[src/rtl/leitor_pkg.sv]
// leitor_pkg: shared FSM encoding and default widths for the memory read engine.
package leitor_pkg;
    typedef enum logic [1:0] {IDLE = 2'd0, READ = 2'd1, DRAIN = 2'd2, FINISH = 2'd3} estado_t;
    localparam int DEF_DATA_W = 8;
    localparam int DEF_ADDR_W = 5;
endpackage

[src/rtl/buffer_saida.sv]
// buffer_saida: two-entry FIFO holding returned RAM bytes until the sink takes them.
module buffer_saida
    import leitor_pkg::*;
#(
    parameter int DATA_W = DEF_DATA_W
) (
    input  logic              clk,
    input  logic              clr,
    input  logic              push,
    input  logic [DATA_W-1:0] push_data,
    input  logic              pop,
    output logic [1:0]        count,
    output logic [DATA_W-1:0] head
);
    logic [DATA_W-1:0] mem_q [2];
    logic [DATA_W-1:0] mem_d [2];
    logic              wr_q, wr_d, rd_q, rd_d;
    logic [1:0]        count_q, count_d;

    always_comb begin
        mem_d = mem_q;
        if (push) mem_d[wr_q] = push_data;
        wr_d = wr_q ^ push;
        rd_d = rd_q ^ pop;
        count_d = count_q + {1'b0, push} - {1'b0, pop};
    end

    always_ff @(posedge clk or negedge clr) begin
        if (!clr) begin
            mem_q   <= '{default: '0};
            wr_q    <= 1'b0;
            rd_q    <= 1'b0;
            count_q <= 2'd0;
        end else begin
            mem_q   <= mem_d;
            wr_q    <= wr_d;
            rd_q    <= rd_d;
            count_q <= count_d;
        end
    end

    assign count = count_q;
    assign head  = mem_q[rd_q];
endmodule

[src/rtl/leitor_memoria.sv]
// leitor_memoria: burst reader from a 1-cycle-latency RAM, streamed out over valid/ready.
// A read issues only when buffer plus in-flight slots leave room for its byte.
module leitor_memoria
    import leitor_pkg::*;
#(
    parameter int DATA_W = DEF_DATA_W,
    parameter int ADDR_W = DEF_ADDR_W
) (
    input  logic              clk,
    input  logic              clr,
    input  logic              start,
    input  logic [ADDR_W-1:0] base_addr,
    input  logic [ADDR_W:0]   length,
    output logic              busy,
    output logic              done,
    output logic              mem_rd_en,
    output logic [ADDR_W-1:0] mem_addr,
    input  logic [DATA_W-1:0] mem_rdata,
    output logic [DATA_W-1:0] out_data,
    output logic              out_valid,
    input  logic              out_ready
);
    estado_t           state_q, state_d;
    logic [ADDR_W-1:0] addr_q, addr_d;
    logic [ADDR_W:0]   issue_left_q, issue_left_d, recv_left_q, recv_left_d;
    logic              inflight_q, busy_q, busy_d, done_q, done_d;
    logic [1:0]        count;
    logic [2:0]        occ;
    logic              pop, rd_en;

    buffer_saida #(.DATA_W(DATA_W)) u_buf (
        .clk       (clk),
        .clr       (clr),
        .push      (inflight_q),
        .push_data (mem_rdata),
        .pop       (pop),
        .count     (count),
        .head      (out_data)
    );

    assign out_valid = count != 2'd0;
    assign pop       = out_valid && out_ready;
    assign occ       = {1'b0, count} + {2'b0, inflight_q};
    // a pop in the same cycle frees the slot this read will land in
    assign rd_en     = state_q == READ && issue_left_q != '0 && (occ < 3'd2 || (occ == 3'd2 && pop));
    assign mem_rd_en = rd_en;
    assign mem_addr  = addr_q;
    assign busy      = busy_q;
    assign done      = done_q;

    always_comb begin
        state_d      = state_q;
        addr_d       = addr_q + ADDR_W'(rd_en);
        issue_left_d = issue_left_q - (ADDR_W+1)'(rd_en);
        recv_left_d  = recv_left_q - (ADDR_W+1)'(pop);
        case (state_q)
            IDLE: if (start) begin
                addr_d       = base_addr;
                issue_left_d = length;
                recv_left_d  = length;
                state_d      = length == '0 ? FINISH : READ;
            end
            READ:    state_d = issue_left_d == '0 ? DRAIN : READ;
            DRAIN:   state_d = recv_left_d == '0 ? FINISH : DRAIN;
            default: state_d = IDLE;
        endcase
        busy_d = state_d == READ || state_d == DRAIN;
        done_d = state_d == FINISH;
    end

    always_ff @(posedge clk or negedge clr) begin
        if (!clr) begin
            state_q      <= IDLE;
            addr_q       <= '0;
            issue_left_q <= '0;
            recv_left_q  <= '0;
            inflight_q   <= 1'b0;
            busy_q       <= 1'b0;
            done_q       <= 1'b0;
        end else begin
            state_q      <= state_d;
            addr_q       <= addr_d;
            issue_left_q <= issue_left_d;
            recv_left_q  <= recv_left_d;
            inflight_q   <= rd_en;
            busy_q       <= busy_d;
            done_q       <= done_d;
        end
    end
endmodule

[config.mk]
export PLATFORM = sky130hd
export DESIGN_NAME = leitor_memoria
export DESIGN_NICKNAME = d
export VERILOG_FILES = /design/src/rtl/leitor_pkg.sv /design/src/rtl/buffer_saida.sv /design/src/rtl/leitor_memoria.sv
export SDC_FILE = /design/constraint.sdc
export NUM_CORES = 1
export LEC_CHECK = 0
export BUFFER_PORTS_ARGS = -buffer_cell sky130_fd_sc_hd__clkbuf_2
export CAP_MARGIN = 20
export CORE_ASPECT_RATIO = 0.7
export CORE_UTILIZATION = 45
export DETAILED_ROUTE_END_ITERATION = 7
export PLACE_DENSITY = 0.73
export SETUP_SLACK_MARGIN = 0.4
export SLEW_MARGIN = 20
export SYNTH_ARGS = -nofsm -noshare
export SYNTH_HDL_FRONTEND = slang
export SYNTH_SLANG_ARGS = --single-unit
[constraint.sdc]
create_clock -name clk -period 3.1 [get_ports clk]
set_clock_uncertainty 0.1 [all_clocks]
set_input_delay 0.465 -clock clk [delete_from_list [all_inputs] [get_ports clk]]
set_output_delay 0.465 -clock clk [all_outputs]
set_load 0.05 [all_outputs]
# Word-level counts from Yosys, hierarchy flattened
# Index checks and enable logic that the tools add are counted.
[op_classes] n_addsub=6 magnitude_cmp=4 n_eq_ne=6 n_mux=17 bitwise_logic=4 reduce_logical=13
[ops] cell="8-bit 2-to-1 mux" count=4
[ops] cell="6-bit 2-to-1 mux" count=4
[ops] cell="6-bit zero test" count=3
[ops] cell="16-bit bitwise mux" count=1
[ops] cell="6-bit by 1-bit subtractor with 6-bit output" count=2
[ops] cell="5-bit 2-to-1 mux" count=2
[ops] cell="8-bit demux with 1-bit select" count=1
[ops] cell="2-bit equality test (second input constant)" count=3
[ops] cell="2-bit 2-to-1 mux" count=3
[ops] cell="2-bit case mux with 3 select lines" count=1
[ops] cell="6-bit nonzero test" count=1
[ops] cell="5-bit by 1-bit adder with 5-bit output" count=1
[ops] cell="1-bit logical AND" count=5
[ops] cell="2-bit by 1-bit equality test with 1-bit output (second input constant)" count=2
[ops] cell="2-bit >= comparator (second input constant)" count=2
[ops] cell="1-bit NOT with 2-bit output" count=2
[ops] cell="2-bit by 1-bit adder with 3-bit output" count=1
[ops] cell="3-bit by 2-bit equality test with 1-bit output (second input constant)" count=1
[ops] cell="3-bit by 2-bit < comparator with 1-bit output (second input constant)" count=1
[ops] cell="2-bit by 1-bit adder with 2-bit output" count=1
[ops] cell="2-bit zero test" count=1
[ops] cell="1-bit logical OR" count=2
[ops] cell="2-bit by 1-bit < comparator with 1-bit output (second input constant)" count=1
[ops] cell="2-bit nonzero test" count=1
[ops] cell="3 further kinds" count=4
[totals] register_bits=42 input_bits=23 output_inout_bits=17 word_cells=62

# Logic depth before layout (Yosys ltp)
[logic_depth] ltp_word=11 mapped_depth=12 ltp_nobuf=12

# Hierarchy
# A second synthesis with hierarchy kept.
[hier_totals] cells_unflattened=179 area_unflattened_um2=2187.1
[by_module_without_submodules] mod="leitor_memoria" instances=1 cells_each=122 area_each_um2=1194.9 seq_area_each_um2=550.5
[by_module_without_submodules] mod="buffer_saida" instances=1 cells_each=57 area_each_um2=992.2 seq_area_each_um2=500.5

# Worst setup path after synthesis
# Ideal clock, no wire load.
[synth_timing] path_type="register to register" from="reg u_buf.count_q[1], in the netlist u_buf.count[1]" to="reg busy_q, in the netlist busy" setup_ns=0.126 arrival_ns=3.962 t_required_ns=2.874 path_slack_ns=-1.088 stages_incl_launch_ff=12 n_path_buf=0 period_less_slack_ns=4.188 path_cell_list="dfrtp_1 > or2_1 > and2_1 > a31oi_1 > a211oi_1 > ha_1 > ha_1 > xor2_1 > nor3_1 > and4b_1 > o32ai_1 > ha_1"
[synth_between] elab_chain_cells=11 elab_cells_between_ends=18 cone_classes="add/sub: 3; order compare: 1; eq/ne: 3; mux: 3; reduce/logical: 8"
[synth_lines] element="start, declared" line_no="buffer_saida.sv:18" source="logic [1:0] count_q, count_d;"
[synth_lines] element="start signal, assigned" line_no="buffer_saida.sv:38" source="count_q <= count_d;"
[synth_lines] element="2-bit nonzero test (*)" line_no="leitor_memoria.sv:41" source="assign out_valid = count != 2'd0;"
[synth_lines] element="net out_valid" line_no="leitor_memoria.sv:20" source="output logic out_valid,"
[synth_lines] element="1-bit logical AND (*)" line_no="leitor_memoria.sv:42" source="assign pop = out_valid && out_ready;"
[synth_lines] element="1-bit logical AND (*)" line_no="leitor_memoria.sv:45" source="assign rd_en = state_q == READ && issue_left_q != '0 && (occ < 3'd2 || (occ == 3'd2 && pop));"
[synth_lines] element="1-bit logical OR (*)" line_no="leitor_memoria.sv:45"
[synth_lines] element="1-bit logical AND (*)" line_no="leitor_memoria.sv:45"
[synth_lines] element="net mem_rd_en" line_no="leitor_memoria.sv:16" source="output logic mem_rd_en,"
[synth_lines] element="6-bit by 1-bit subtractor with 6-bit output (*)" line_no="leitor_memoria.sv:54" source="issue_left_d = issue_left_q - (ADDR_W+1)'(rd_en);"
[synth_lines] element="6-bit zero test (*)" line_no="leitor_memoria.sv:63" source="READ: state_d = issue_left_d == '0 ? DRAIN : READ;"
[synth_lines] element="2-bit 2-to-1 mux (*)" line_no="leitor_memoria.sv:63"
[synth_lines] element="2-bit case mux with 3 select lines (*)" line_no="leitor_memoria.sv:56" source="case (state_q)"
[synth_lines] element="net state_d[0]" line_no="leitor_memoria.sv:23" source="estado_t state_q, state_d;"
[synth_lines] element="2-bit by 1-bit equality test with 1-bit output or 2-bit equality test (tied branches)" line_no="leitor_memoria.sv:67" source="busy_d = state_d == READ || state_d == DRAIN;"
[synth_lines] element="1-bit logical OR (*)" line_no="leitor_memoria.sv:67"
[synth_lines] element="net busy_d" line_no="leitor_memoria.sv:26" source="logic inflight_q, busy_q, busy_d, done_q, done_d;"
[synth_lines] element="end signal, assigned" line_no="leitor_memoria.sv:86" source="busy_q <= busy_d;"
[synth_lines] element="end, declared" line_no="leitor_memoria.sv:26"
# Mark *: on every way through the listed nets, which the timed path passes. The rest lies on a longest branch.
# A chain may end at the register's enable or synchronous reset.

# Worst setup path in the final report
[layout_timing] from="reg inflight_q" to="reg busy_q, in the netlist busy"
[layout_between] elab_chain_cells=11 elab_cells_between_ends=13 cone_classes="add/sub: 2; order compare: 1; eq/ne: 3; mux: 2; reduce/logical: 5"
[layout_lines] element="start, declared" line_no="leitor_memoria.sv:26"
[layout_lines] element="start signal, assigned" line_no="leitor_memoria.sv:85" source="inflight_q <= rd_en;"
[layout_lines] element="2-bit by 1-bit adder with 3-bit output (*)" line_no="leitor_memoria.sv:43" source="assign occ = {1'b0, count} + {2'b0, inflight_q};"
[layout_lines] element="parallel branches: the longest is 2 deep, another holds 3-bit by 2-bit < comparator with 1-bit output"
[layout_lines] element="1-bit logical OR (*)" line_no="leitor_memoria.sv:45"
[layout_lines] element="1-bit logical AND (*)" line_no="leitor_memoria.sv:45"
[layout_lines] element="6-bit by 1-bit subtractor with 6-bit output (*)" line_no="leitor_memoria.sv:54"
[layout_lines] element="6-bit zero test (*)" line_no="leitor_memoria.sv:63"
[layout_lines] element="2-bit 2-to-1 mux (*)" line_no="leitor_memoria.sv:63"
[layout_lines] element="2-bit case mux with 3 select lines (*)" line_no="leitor_memoria.sv:56"
[layout_lines] element="net state_d[0]" line_no="leitor_memoria.sv:23"
[layout_lines] element="2-bit by 1-bit equality test with 1-bit output or 2-bit equality test (tied branches)" line_no="leitor_memoria.sv:67"
[layout_lines] element="1-bit logical OR (*)" line_no="leitor_memoria.sv:67"
[layout_lines] element="net busy_d" line_no="leitor_memoria.sv:26"
# Mark *: on every way through the listed nets, which the timed path passes.

==> results.toml <==
[outcome]
outcome = "finished clean"

[cells_and_area]
multi_input_area_um2 = 1110
drive_above_1_share_pct = 42.8
layout.nets = 265
layout.cells.non_filler = 284
areaGrowthSynthToFinish_pct = 27.9
ff_latch_area_um2 = 1050
n_fill_cell = 360
diodes = 0

[drt]
firstDrtPassIters = 4
ant_nets = 0
drt_wl_total_mm = 3.99
wl_per_cell_um = 14.0
drtIter0Drc = 66
viasPerCell = 5.13
drc = 0
vias = 1457

[timing]
tns_ps = 0
whs_ps = 206
max_slew_margin_pct = 38.5
fin_crit_ps = 2700
fmaxAchievable_mhz = 371
setup_viol = 0
rsz0062_at_grt = "yes"
fin_ws_ps = 402
period_share_pct = 87.0
hold_violations = 0
report.final.slew_viol_count = 0
tightestPinTransition_ps = 922

[placed_design]
place.gp.congestion = 0.988
dp_slack_ps = 250
port_buffers = 39
dp.cells = 269
place_hpwl_mm = 2.80

[synthesis]
synth_top_cell_by_area = "dfrtp_1"
synth-adder-area-share_pct = 8.51
synthFlopType = "dfrtp_1"
yosysSeqAreaShare_pct = 51.0
synth_common_cells = "dfrtp_1 (42), mux2_2 (24), ha_1 (14)"
ys_top_cells_by_area = "dfrtp_1 (51%), mux2_2 (13%), ha_1 (8.5%)"
syn_area_um2 = 2060
synthArstFlopShare_pct = 100
synth_mux_area_share_pct = 13.1
yosys_warnings = 0
synth-xor-area-share_pct = 5.95
synth.most_common_cell = "dfrtp_1"
synth_cells = 180
synth_top_family_by_area = "multiplexers"
yosys.area_share.simple_pct = 11.9
synth_edf_count = 0
mappedNetlistNets = 217
synth_compound_area_share_pct = 6.56
syn-mean-instance-area_um2 = 11.4
synthDominantCellAreaShare_pct = 51.0
ys_types = 31
yosys_register_bits = 42

[global_route]
grt_pass1_wl_mm = 6.50
grt_remaining_overflow = 0
grtUsageTotal_pct = 17.4
grt_pass1_vias = 1387
grt_start_max_net_pins = 43
antenna_found_initial = 0

[worst_setup_path]
crit_type = "register to register"
r2r-start = "inflight_q"
timing.rr.end = "busy"
path_max_fanout = 3
reg2reg_depth = 11
start_kind = "register"
cp_data_arrival_time_ps = 2780
worstPathRequired_ps = 3190
end_kind = "register"
cp-startpoint = "inflight_q"
endpoint = "busy"
r2r_slack_ps = 400

[floorplan]
rows = 20
die_x_um = 82.9
die_area_um2 = 4860
die_y_um = 58.6
io_pins = 40
start_util_pct = 47.3
fp.coreArea_um2 = 4350

[cts]
cts_tree = "done"
insertion_delay_ps = 290
holdBufCountCts = 0
h-tree-depth = 2
cts_inserted_buffers = 5
clkSinkCount = 42
root_buffer = "clkbuf_8"
clock_path_buffers = 2
clk_pin_slew_ps = 80

[hold_path]
min_path_type = "input port to asynchronous set/reset pin"

[run]
max-cap-violations = 0
placed cells by master, fill, tap and decap left out, drive strengths merged:
cell / n
or4b: 1
clkbuf: 43
a21boi: 1
o21ai: 6
or2: 1
mux2: 24
ha: 14
clkinvlp: 2
nand2b: 4
buf: 9
nor2: 13
xor2: 6
a21oi: 8
nor2b: 2
nand3: 2
nor3: 2
nor4: 2
nor3b: 2
and4b: 1
o32ai: 1
o22ai: 1
nand3b: 2
xnor2: 8
nand4b: 1
nand2: 13
dfrtp: 42
a31oi: 4
a211oi: 1
o311a: 1
and2: 1
inv: 10
bufinv: 1
routing by layer:
metal | up-vias | wire length (um) | track usage, %
li1 | 714 | - | -
met1 | 714 | 1950 | 25.2
met2 | 25 | 1830 | 25.4
met3 | 4 | 164 | 4.77
met4 | 0 | 35 | 5.91
met5 | - | 0 | 0
layout make-up:
cell class,instances,share of cell area (%)
inverters,10,1.43
multi-input cells,122,42.0
well taps,55,2.61
clock inverters,3,1.71
repair buffers,47,9.69
clock buffers,5,2.61
flip-flops and latches,42,39.9
repair_timing:
action	4_1_cts	5_1_grt
resized for setup	4	13
gates cloned	0	0
hold endpoints to repair	0	0
setup buffers	6	1
pin swaps	4	11
endpoints found under the setup margin	2	2
through the flow:
stage               utilization [%]  instance area (um^2)
floorplan                         -                  2110
global placement               54.2                  2360
detailed placement             54.2                  2360
CTS                            58.5                  2550
global route                   60.5                  2630
finish                         60.5                  2630
critical path, cell delays in order (launching register included):
cell and delay (ps):
dfrtp_1 430, ha_4 190, ha_4 160, nor2_4 110, a31oi_4 100, a211oi_4 220, ha_4 200, nor3b_4 250
xnor2_2 160, and4b_1 260, o32ai_4 100, ha_1 310
logic make-up (layout without fill, tap and decap cells):
logic type / after synthesis / count (layout)
flops: 42 / 42
simple gates: 47 / 47
compound gates: 23 / 23
fa+ha+maj: 14 / 14
mux: 24 / 24
buf+inv: 16 / 65
xor+xnor: 14 / 14
registers in the layout, indices dropped and copies added, names as in the netlist:
register,flops
busy,1
done,1
inflight_q,1
issue_left_q,6
mem_addr,5
recv_left_q,6
state_q,2
u_buf.count,2
u_buf.mem_q,16
u_buf.rd_q,1
u_buf.wr_q,1
worst min-delay path by stage:
stage	start	slack, ps	depth (start not counted)	end
6_report	clr	210	1	u_buf.mem_q[4]
5_1_grt	base_addr[1]	270	3	mem_addr[1]
4_1_cts	base_addr[1]	260	3	mem_addr[1]
3_5_place_dp	u_buf.mem_q[1]	390	1	u_buf.mem_q[1]
3_3_place_gp	u_buf.mem_q[11]	380	1	u_buf.mem_q[11]
2_1_floorplan	clr	70	0	busy
Power is left out: the tool's default activity adds up to more than one toggle a clock period on the data nets, which glitch-free logic cannot reach.
